$ cat config.mk
export PLATFORM = sky130hd
export DESIGN_NAME = pe_out_mon
export DESIGN_NICKNAME = d
export VERILOG_FILES = /design/src/rtl/pe_types.sv /design/src/rtl/pe_mon_fifo.sv /design/src/rtl/pe_out_mon.sv
export SDC_FILE = /design/constraint.sdc
export NUM_CORES = 2
export LEC_CHECK = 0
export CAP_MARGIN = 10
export CORE_ASPECT_RATIO = 0.5
export CORE_MARGIN = 1
export CORE_UTILIZATION = 55
export CTS_BUF_LIST = sky130_fd_sc_hd__clkbuf_16
export CTS_CLUSTER_DIAMETER = 80
export DETAILED_ROUTE_END_ITERATION = 16
export GPL_ROUTABILITY_DRIVEN = 0
export PLACE_DENSITY = 0.82
export RECOVER_POWER = 100
export SLEW_MARGIN = 0
export SYNTH_ARGS = -nofsm -noshare
export SYNTH_HDL_FRONTEND = slang
export SYNTH_SLANG_ARGS = --single-unit
$ cat constraint.sdc
create_clock -name clock -period 30.6 [get_ports clock]
set_input_delay 9.18 -clock clock [delete_from_list [all_inputs] [get_ports clock]]
set_output_delay 9.18 -clock clock [all_outputs]
set_load 0.01 [all_outputs]
$ cat src/rtl/pe_types.sv
// Shared types and constants for the PE egress output monitor.
//   PE_MON_CNT_W / pe_mon_cnt_t : default beat/stall counter width and type
//   PE_MON_CRC_POLY / _INIT     : CRC-32 (MPEG-2 flavour, MSB first) constants
//   pe_mon_crc_bit()            : one-bit CRC shift step used by the optional
//                                 PE_MON_CRC_EN channel checksum
package pe_types;

    localparam int PE_MON_CNT_W = 32;
    typedef logic [PE_MON_CNT_W-1:0] pe_mon_cnt_t;

    localparam logic [31:0] PE_MON_CRC_POLY = 32'h04C1_1DB7;
    localparam logic [31:0] PE_MON_CRC_INIT = 32'hFFFF_FFFF;

    // Non-reflected CRC-32 step: feedback is the outgoing MSB XOR the input bit.
    function automatic logic [31:0] pe_mon_crc_bit(input logic [31:0] crc, input logic din);
        logic [31:0] shifted;
        shifted = {crc[30:0], 1'b0};
        if (crc[31] ^ din) begin
            return shifted ^ PE_MON_CRC_POLY;
        end else begin
            return shifted;
        end
    endfunction

endpackage

$ cat src/rtl/pe_mon_fifo.sv
// Capture FIFO for pe_out_mon: DEPTH x DATA_W synchronous FIFO.
//   clock, reset : rising-edge clock, asynchronous active-high reset
//   flush        : synchronous empty (pointers return to zero)
//   push, din    : write request; accepted when not full, or when a pop frees
//                  the head slot in the same cycle
//   pop          : remove head (ignored while empty)
//   dout         : head entry, forced to zero while empty
//   full, empty  : derived from pointers with one extra wrap bit
module pe_mon_fifo
    import pe_types::*;
#(
    parameter int DEPTH  = 16,
    parameter int DATA_W = 32
) (
    input  logic              clock,
    input  logic              reset,
    input  logic              flush,
    input  logic              push,
    input  logic              pop,
    input  logic [DATA_W-1:0] din,
    output logic [DATA_W-1:0] dout,
    output logic              full,
    output logic              empty
);

    localparam int AW = $clog2(DEPTH);
    localparam logic [AW:0] PTR_ONE = {{AW{1'b0}}, 1'b1};

    logic [DATA_W-1:0] mem_q [DEPTH];
    logic [AW:0]       wptr_q, wptr_d;
    logic [AW:0]       rptr_q, rptr_d;
    logic              wr_s, rd_s;

    // Same low bits with differing wrap bit means the writer lapped the reader.
    assign empty = (wptr_q == rptr_q);
    assign full  = (wptr_q[AW] != rptr_q[AW]) && (wptr_q[AW-1:0] == rptr_q[AW-1:0]);
    assign wr_s  = push && (!full || pop);
    assign rd_s  = pop && !empty;

    // Pointer next-state: flush wins, otherwise advance on accepted write/read.
    always_comb begin
        wptr_d = wptr_q;
        rptr_d = rptr_q;
        if (flush) begin
            wptr_d = '0;
            rptr_d = '0;
        end else begin
            if (wr_s) begin
                wptr_d = wptr_q + PTR_ONE;
            end else begin
                wptr_d = wptr_q;
            end
            if (rd_s) begin
                rptr_d = rptr_q + PTR_ONE;
            end else begin
                rptr_d = rptr_q;
            end
        end
    end

    // Pointer registers.
    always_ff @(posedge clock or posedge reset) begin
        if (reset) begin
            wptr_q <= '0;
            rptr_q <= '0;
        end else begin
            wptr_q <= wptr_d;
            rptr_q <= rptr_d;
        end
    end

    // Storage array; contents are don't-care while empty, so it carries no reset.
    always_ff @(posedge clock) begin
        if (wr_s && !flush) begin
            mem_q[wptr_q[AW-1:0]] <= din;
        end
    end

    // Head read, zero while empty so consumers never see stale data.
    always_comb begin
        dout = '0;
        if (empty) begin
            dout = '0;
        end else begin
            dout = mem_q[rptr_q[AW-1:0]];
        end
    end

endmodule

$ cat src/rtl/pe_out_mon.sv
// Passive multi-channel egress monitor for PE array output streams.
//   ovalid/oready/odata : monitored handshakes (never driven)
//   clear               : sync clear of counters, errors, history and FIFO
//   cap_sel             : channel whose accepted beats feed the capture FIFO
//   cap_valid/ready/data: capture FIFO drain port; cap_ovf sticky drop flag
//   stat_ch             : selects stat_beats / stat_stalls (and stat_crc)
//   err / err_any       : sticky per-channel protocol violation flags
// Optional feature macro PE_MON_CRC_EN adds a per-channel CRC-32 over
// accepted beats and the stat_crc output port.
module pe_out_mon
    import pe_types::*;
#(
    parameter int NCH    = 4,
    parameter int DATA_W = 32,
    parameter int DEPTH  = 16,
    parameter int CNT_W  = PE_MON_CNT_W,
    localparam int SEL_W = (NCH > 1) ? $clog2(NCH) : 1
) (
    input  logic                  clock,
    input  logic                  reset,
    input  logic [NCH-1:0]        ovalid,
    input  logic [NCH-1:0]        oready,
    input  logic [NCH*DATA_W-1:0] odata,
    input  logic                  clear,
    input  logic [SEL_W-1:0]      cap_sel,
    output logic                  cap_valid,
    input  logic                  cap_ready,
    output logic [DATA_W-1:0]     cap_data,
    output logic                  cap_ovf,
    input  logic [SEL_W-1:0]      stat_ch,
    output logic [CNT_W-1:0]      stat_beats,
    output logic [CNT_W-1:0]      stat_stalls,
    output logic [NCH-1:0]        err,
    output logic                  err_any
`ifdef PE_MON_CRC_EN
    ,
    output logic [31:0]           stat_crc
`endif
);

    localparam logic [CNT_W-1:0] CNT_MAX = {CNT_W{1'b1}};
    localparam logic [CNT_W-1:0] CNT_ONE = {{(CNT_W-1){1'b0}}, 1'b1};

    logic [NCH-1:0]    beat_vec_s;
    logic [DATA_W-1:0] data_arr_s   [NCH];
    logic [CNT_W-1:0]  beats_arr_s  [NCH];
    logic [CNT_W-1:0]  stalls_arr_s [NCH];
`ifdef PE_MON_CRC_EN
    logic [31:0]       crc_arr_s    [NCH];
`endif

    for (genvar c = 0; c < NCH; c++) begin : g_ch
        logic [DATA_W-1:0] data_s;
        logic              beat_s, stall_s, viol_s;
        logic [CNT_W-1:0]  beats_q, beats_d, stalls_q, stalls_d;
        logic              err_q, err_d;
        logic              prev_stall_q, prev_stall_d;
        logic [DATA_W-1:0] prev_data_q, prev_data_d;

        assign data_s  = odata[c*DATA_W +: DATA_W];
        assign beat_s  = ovalid[c] && oready[c];
        assign stall_s = ovalid[c] && !oready[c];
        // A stalled beat must be offered again unchanged on the next cycle.
        assign viol_s  = prev_stall_q && (!ovalid[c] || (data_s != prev_data_q));

        // Counter, error and history next-state; clear overrides this cycle's events.
        always_comb begin
            beats_d      = beats_q;
            stalls_d     = stalls_q;
            err_d        = err_q;
            prev_stall_d = prev_stall_q;
            prev_data_d  = prev_data_q;
            if (clear) begin
                beats_d      = '0;
                stalls_d     = '0;
                err_d        = 1'b0;
                prev_stall_d = 1'b0;
                prev_data_d  = '0;
            end else begin
                if (beat_s && (beats_q != CNT_MAX)) begin
                    beats_d = beats_q + CNT_ONE;
                end else begin
                    beats_d = beats_q;
                end
                if (stall_s && (stalls_q != CNT_MAX)) begin
                    stalls_d = stalls_q + CNT_ONE;
                end else begin
                    stalls_d = stalls_q;
                end
                err_d        = err_q | viol_s;
                prev_stall_d = stall_s;
                prev_data_d  = data_s;
            end
        end

        // Per-channel state registers.
        always_ff @(posedge clock or posedge reset) begin
            if (reset) begin
                beats_q      <= '0;
                stalls_q     <= '0;
                err_q        <= 1'b0;
                prev_stall_q <= 1'b0;
                prev_data_q  <= '0;
            end else begin
                beats_q      <= beats_d;
                stalls_q     <= stalls_d;
                err_q        <= err_d;
                prev_stall_q <= prev_stall_d;
                prev_data_q  <= prev_data_d;
            end
        end

`ifdef PE_MON_CRC_EN
        logic [31:0] crc_q, crc_d, crc_nxt_s;

        // CRC over the full beat, MSB first, only on accepted beats.
        always_comb begin
            crc_nxt_s = crc_q;
            for (int i = DATA_W - 1; i >= 0; i--) begin
                crc_nxt_s = pe_mon_crc_bit(crc_nxt_s, data_s[i]);
            end
            crc_d = crc_q;
            if (clear) begin
                crc_d = PE_MON_CRC_INIT;
            end else if (beat_s) begin
                crc_d = crc_nxt_s;
            end else begin
                crc_d = crc_q;
            end
        end

        // CRC register.
        always_ff @(posedge clock or posedge reset) begin
            if (reset) begin
                crc_q <= PE_MON_CRC_INIT;
            end else begin
                crc_q <= crc_d;
            end
        end

        assign crc_arr_s[c] = crc_q;
`endif

        assign beat_vec_s[c]   = beat_s;
        assign data_arr_s[c]   = data_s;
        assign beats_arr_s[c]  = beats_q;
        assign stalls_arr_s[c] = stalls_q;
        assign err[c]          = err_q;
    end

    assign err_any = |err;

    // Stat readout mux; an out-of-range channel reads as zero.
    always_comb begin
        stat_beats  = '0;
        stat_stalls = '0;
`ifdef PE_MON_CRC_EN
        stat_crc    = PE_MON_CRC_INIT;
`endif
        if (int'(stat_ch) < NCH) begin
            stat_beats  = beats_arr_s[stat_ch];
            stat_stalls = stalls_arr_s[stat_ch];
`ifdef PE_MON_CRC_EN
            stat_crc    = crc_arr_s[stat_ch];
`endif
        end else begin
            stat_beats  = '0;
            stat_stalls = '0;
        end
    end

    // ------------------------------------------------------------------
    // Capture path
    // ------------------------------------------------------------------
    logic              cap_beat_s;
    logic [DATA_W-1:0] cap_din_s;
    logic              push_s, pop_s, drop_s;
    logic              fifo_full_s, fifo_empty_s;
    logic              cap_ovf_q, cap_ovf_d;

    // Route the selected channel's handshake into the FIFO write port.
    always_comb begin
        cap_beat_s = 1'b0;
        cap_din_s  = '0;
        if (int'(cap_sel) < NCH) begin
            cap_beat_s = beat_vec_s[cap_sel];
            cap_din_s  = data_arr_s[cap_sel];
        end else begin
            cap_beat_s = 1'b0;
            cap_din_s  = '0;
        end
    end

    assign push_s = cap_beat_s && !clear;
    assign pop_s  = cap_valid && cap_ready && !clear;
    // A pop in the same cycle frees the head slot, so only push-without-pop drops.
    assign drop_s = push_s && fifo_full_s && !pop_s;

    // Sticky overflow next-state.
    always_comb begin
        cap_ovf_d = cap_ovf_q;
        if (clear) begin
            cap_ovf_d = 1'b0;
        end else begin
            cap_ovf_d = cap_ovf_q | drop_s;
        end
    end

    // Overflow flag register.
    always_ff @(posedge clock or posedge reset) begin
        if (reset) begin
            cap_ovf_q <= 1'b0;
        end else begin
            cap_ovf_q <= cap_ovf_d;
        end
    end

    assign cap_ovf   = cap_ovf_q;
    assign cap_valid = !fifo_empty_s;

    pe_mon_fifo #(
        .DEPTH  (DEPTH),
        .DATA_W (DATA_W)
    ) u_fifo (
        .clock (clock),
        .reset (reset),
        .flush (clear),
        .push  (push_s),
        .pop   (pop_s),
        .din   (cap_din_s),
        .dout  (cap_data),
        .full  (fifo_full_s),
        .empty (fifo_empty_s)
    );

endmodule

==> reports/qor.csv <==
metric,value,unit
hold_viol,0,
drtIter0Drc,4143,
slowest_stage,clkbuf_1,
ys_types,77,
p_per_area,55.4,mW/mm²
cts_sinks,915,
cp.arrival,13.07,ns
total_power,2.69,mW
startpoint_type,input port,
critical-path-max-stage-delay,2.42,ns
die_y,199,µm
drive_gt1_share,14.0,%
setup-violations-final,0,
drc,0,
avgSynthCellArea,14.2,µm²
cp-end-kind,primary output,
synth_compound_area_share,5.80,%
path_class,in -> out,
path_clk_slew,0.07,ns
root_buffer,clkbuf_16,
power_frac_comb,11.5,%
die_w,395,µm
final_common_cell,edfxtp_1,
worst_pin_slew,9.06,ns
p_seq_share,50.3,%
antenna_found_initial,13,
clk_latency,0.67,ns
dp_hpwl,76700,µm
swShare,24.7,%
drt_wl_total,123000,µm
grt-ovfl-total,0,
synth_simple_gate_area_share,13.4,%
critPathMaxFanout,64,
hold_path.class,reg -> reg,
ctsHtreeMaxLevel,3,
p_switching,0.662,mW
ant_nets,0,
yosys_warnings,0,
status,finished with violations,
irDropWorstVdd,0.0413,mV
cts-resized-gates,0,
io_pins,247,
dieArea,0.0786,mm²
skew,0.0291,ns
p_clk_share,38.2,%
worstPathRequired,21.42,ns
mostFrequentLayoutCells,"edfxtp_1, dfrtp_1, mux4_2",
synth_top_area_cell,edfxtp_1,
synthMuxAreaShare,14.3,%
synth_area,0.0426,mm²
drt-wirelength-per-cell,28.7,µm
grt_pass1_vias,28400,
synth-edff-count,512,
synthFlopType,edfxtp_1,
timing.final.crit_share,72.7,%
firstDrtPassIters,9,
cts_hold_buf,0,
cts_buffer_depth,3,
synthTopCellsByArea,"edfxtp_1, dfrtp_1, mux4_2",
routed-via-count,29300,
final_nets,3359,
core_area,0.0759,mm²
async_flop_share,44.0,%
avgViaCountPerCell,6.82,
path_cells,buf_2 > clkbuf_1 > mux4_2 > dlygate4sd3_1,
rsz0062_at_grt,false,
post_cts_buffers,0,
io_buffers,246,
post-route-util,63.9,%
synth_top_area_share,36.1,%
syn_inst,3004,
cts_buffers,81,
area_growth,13.9,%
start_util,56.1,%
synth_top_family_by_area,multiplexers,
maxCapViolCount,31,
synth-seq-cells,915,
synth_fa_ha_area_share,0.382,%
power_leakage,16.8,nW
violations,"capacitance limit, slew limit",
final.min_clock_period,22.25,ns
grt_max_degree,213,
rows,71,
setup_tns,0,ns
p_int,2.02,mW
grtUsageTotal,31.5,%
slew_violations,1649,
ys_seq_area_share,59.8,%
synth-xor-area-share,4.20,%
clock.fmax,44.9,MHz
grt_pass1_wl,182000,µm
synth_nets,3161,
slew_headroom,-504,%
cts_tree,built,
through the flow:
step | instances | worst slack [ns] | hold slack, ns | cell area [µm²]
floorplan | 3004 | 10.21 | 0.454 | 42600
global placement | 4139 | 10.0 | 0.471 | 46000
detailed placement | 4139 | 9.97 | 0.476 | 46000
CTS | 4287 | 9.97 | 0.495 | 48600
global route | 4299 | 8.20 | 0.515 | 48500
finish | 4300 | 8.35 | 0.488 | 48500
path summary, 6_finish.rpt:
| check | from | end | slack, ns | depth (start not counted) |
|---|---|---|---|---|
| setup / recovery | stat_ch[1] | stat_beats[28] | 8.35 | 4 |
| hold / removal | g_ch[0].prev_stall_q | g_ch[0].err_q | 0.49 | 1 |
| setup reg to reg | u_fifo.rptr_q[0] | u_fifo.mem_q[2][13] | 23.84 | 6 |
| hold reg to reg | g_ch[0].prev_stall_q | g_ch[0].err_q | 0.49 | 1 |
| max in group asynchronous | reset | u_fifo.rptr_q[1] | 13.43 | 3 |
| min in group asynchronous | reset | g_ch[3].prev_data_q[31] | 10.76 | 2 |
cell type report:
cell class / instances / area (µm²)
clock buffers: 82 / 2050
diodes: 11 / 27.5
inverters: 46 / 174
multi-input cells: 1877 / 16300
well taps: 1022 / 1280
fillers: 5246 / 27400
flip-flops and latches: 915 / 25500
clock inverters: 66 / 542
repair buffers: 281 / 2640
power by group through the flow:
stage          combinational (mW)  clock [mW]  sequential (mW)
6_report                    0.309        1.02             1.35
5_1_grt                     0.326        1.08             1.35
4_1_cts                     0.305        1.03             1.35
3_5_place_dp                0.298           0             1.38
3_3_place_gp                0.290           0             1.38
2_1_floorplan               0.195           0             1.36
cell usage after synthesis, types with 70 or more instances:
library cell / count
nand4_1: 92
xnor2_1: 115
o31ai_1: 70
nand2_1: 106
xor2_1: 89
o21ai_0: 70
edfxtp_1: 512
nor2b_1: 183
mux4_2: 256
nand3_1: 102
dfrtp_1: 403
nor2_1: 141
a21oi_1: 149
or3_1: 73
or4_1: 78
clkbuf_1: 123
metal layers:
layer	vias up	global-route usage (%)	routed length, µm
met5	-	0	12
met4	2	17.1	7540
met3	426	6.75	11600
met2	1920	51.2	59800
met1	14800	40.0	44500
li1	12100	-	-
cell families after synthesis:
| family | after synthesis |
|---|---|
| multiplexers | 285 |
| AND/OR/NAND/NOR | 984 |
| XOR/XNOR | 204 |
| flip-flops | 915 |
| buffers and inverters | 212 |
| adder cells (fa/ha/maj) | 13 |
| AO/OA/AOI/OAI | 391 |
sequential cells by signal, indices dropped and copies added, names as in the netlist:
name and count:
u_fifo.rptr_q 5, u_fifo.wptr_q 5, g_ch.beats_q 128, g_ch.prev_data_q 128, g_ch.err_q 4, g_ch.stalls_q 128
g_ch.prev_stall_q 4, u_fifo.mem_q 512, cap_ovf 1
critical path, delay by kind of cell:
family / cells / cell delay [ns]
multiplexers: 1 / 0.61
buffers and inverters: 3 / 3.23
Note: power is estimated with default switching activity, not from simulation.
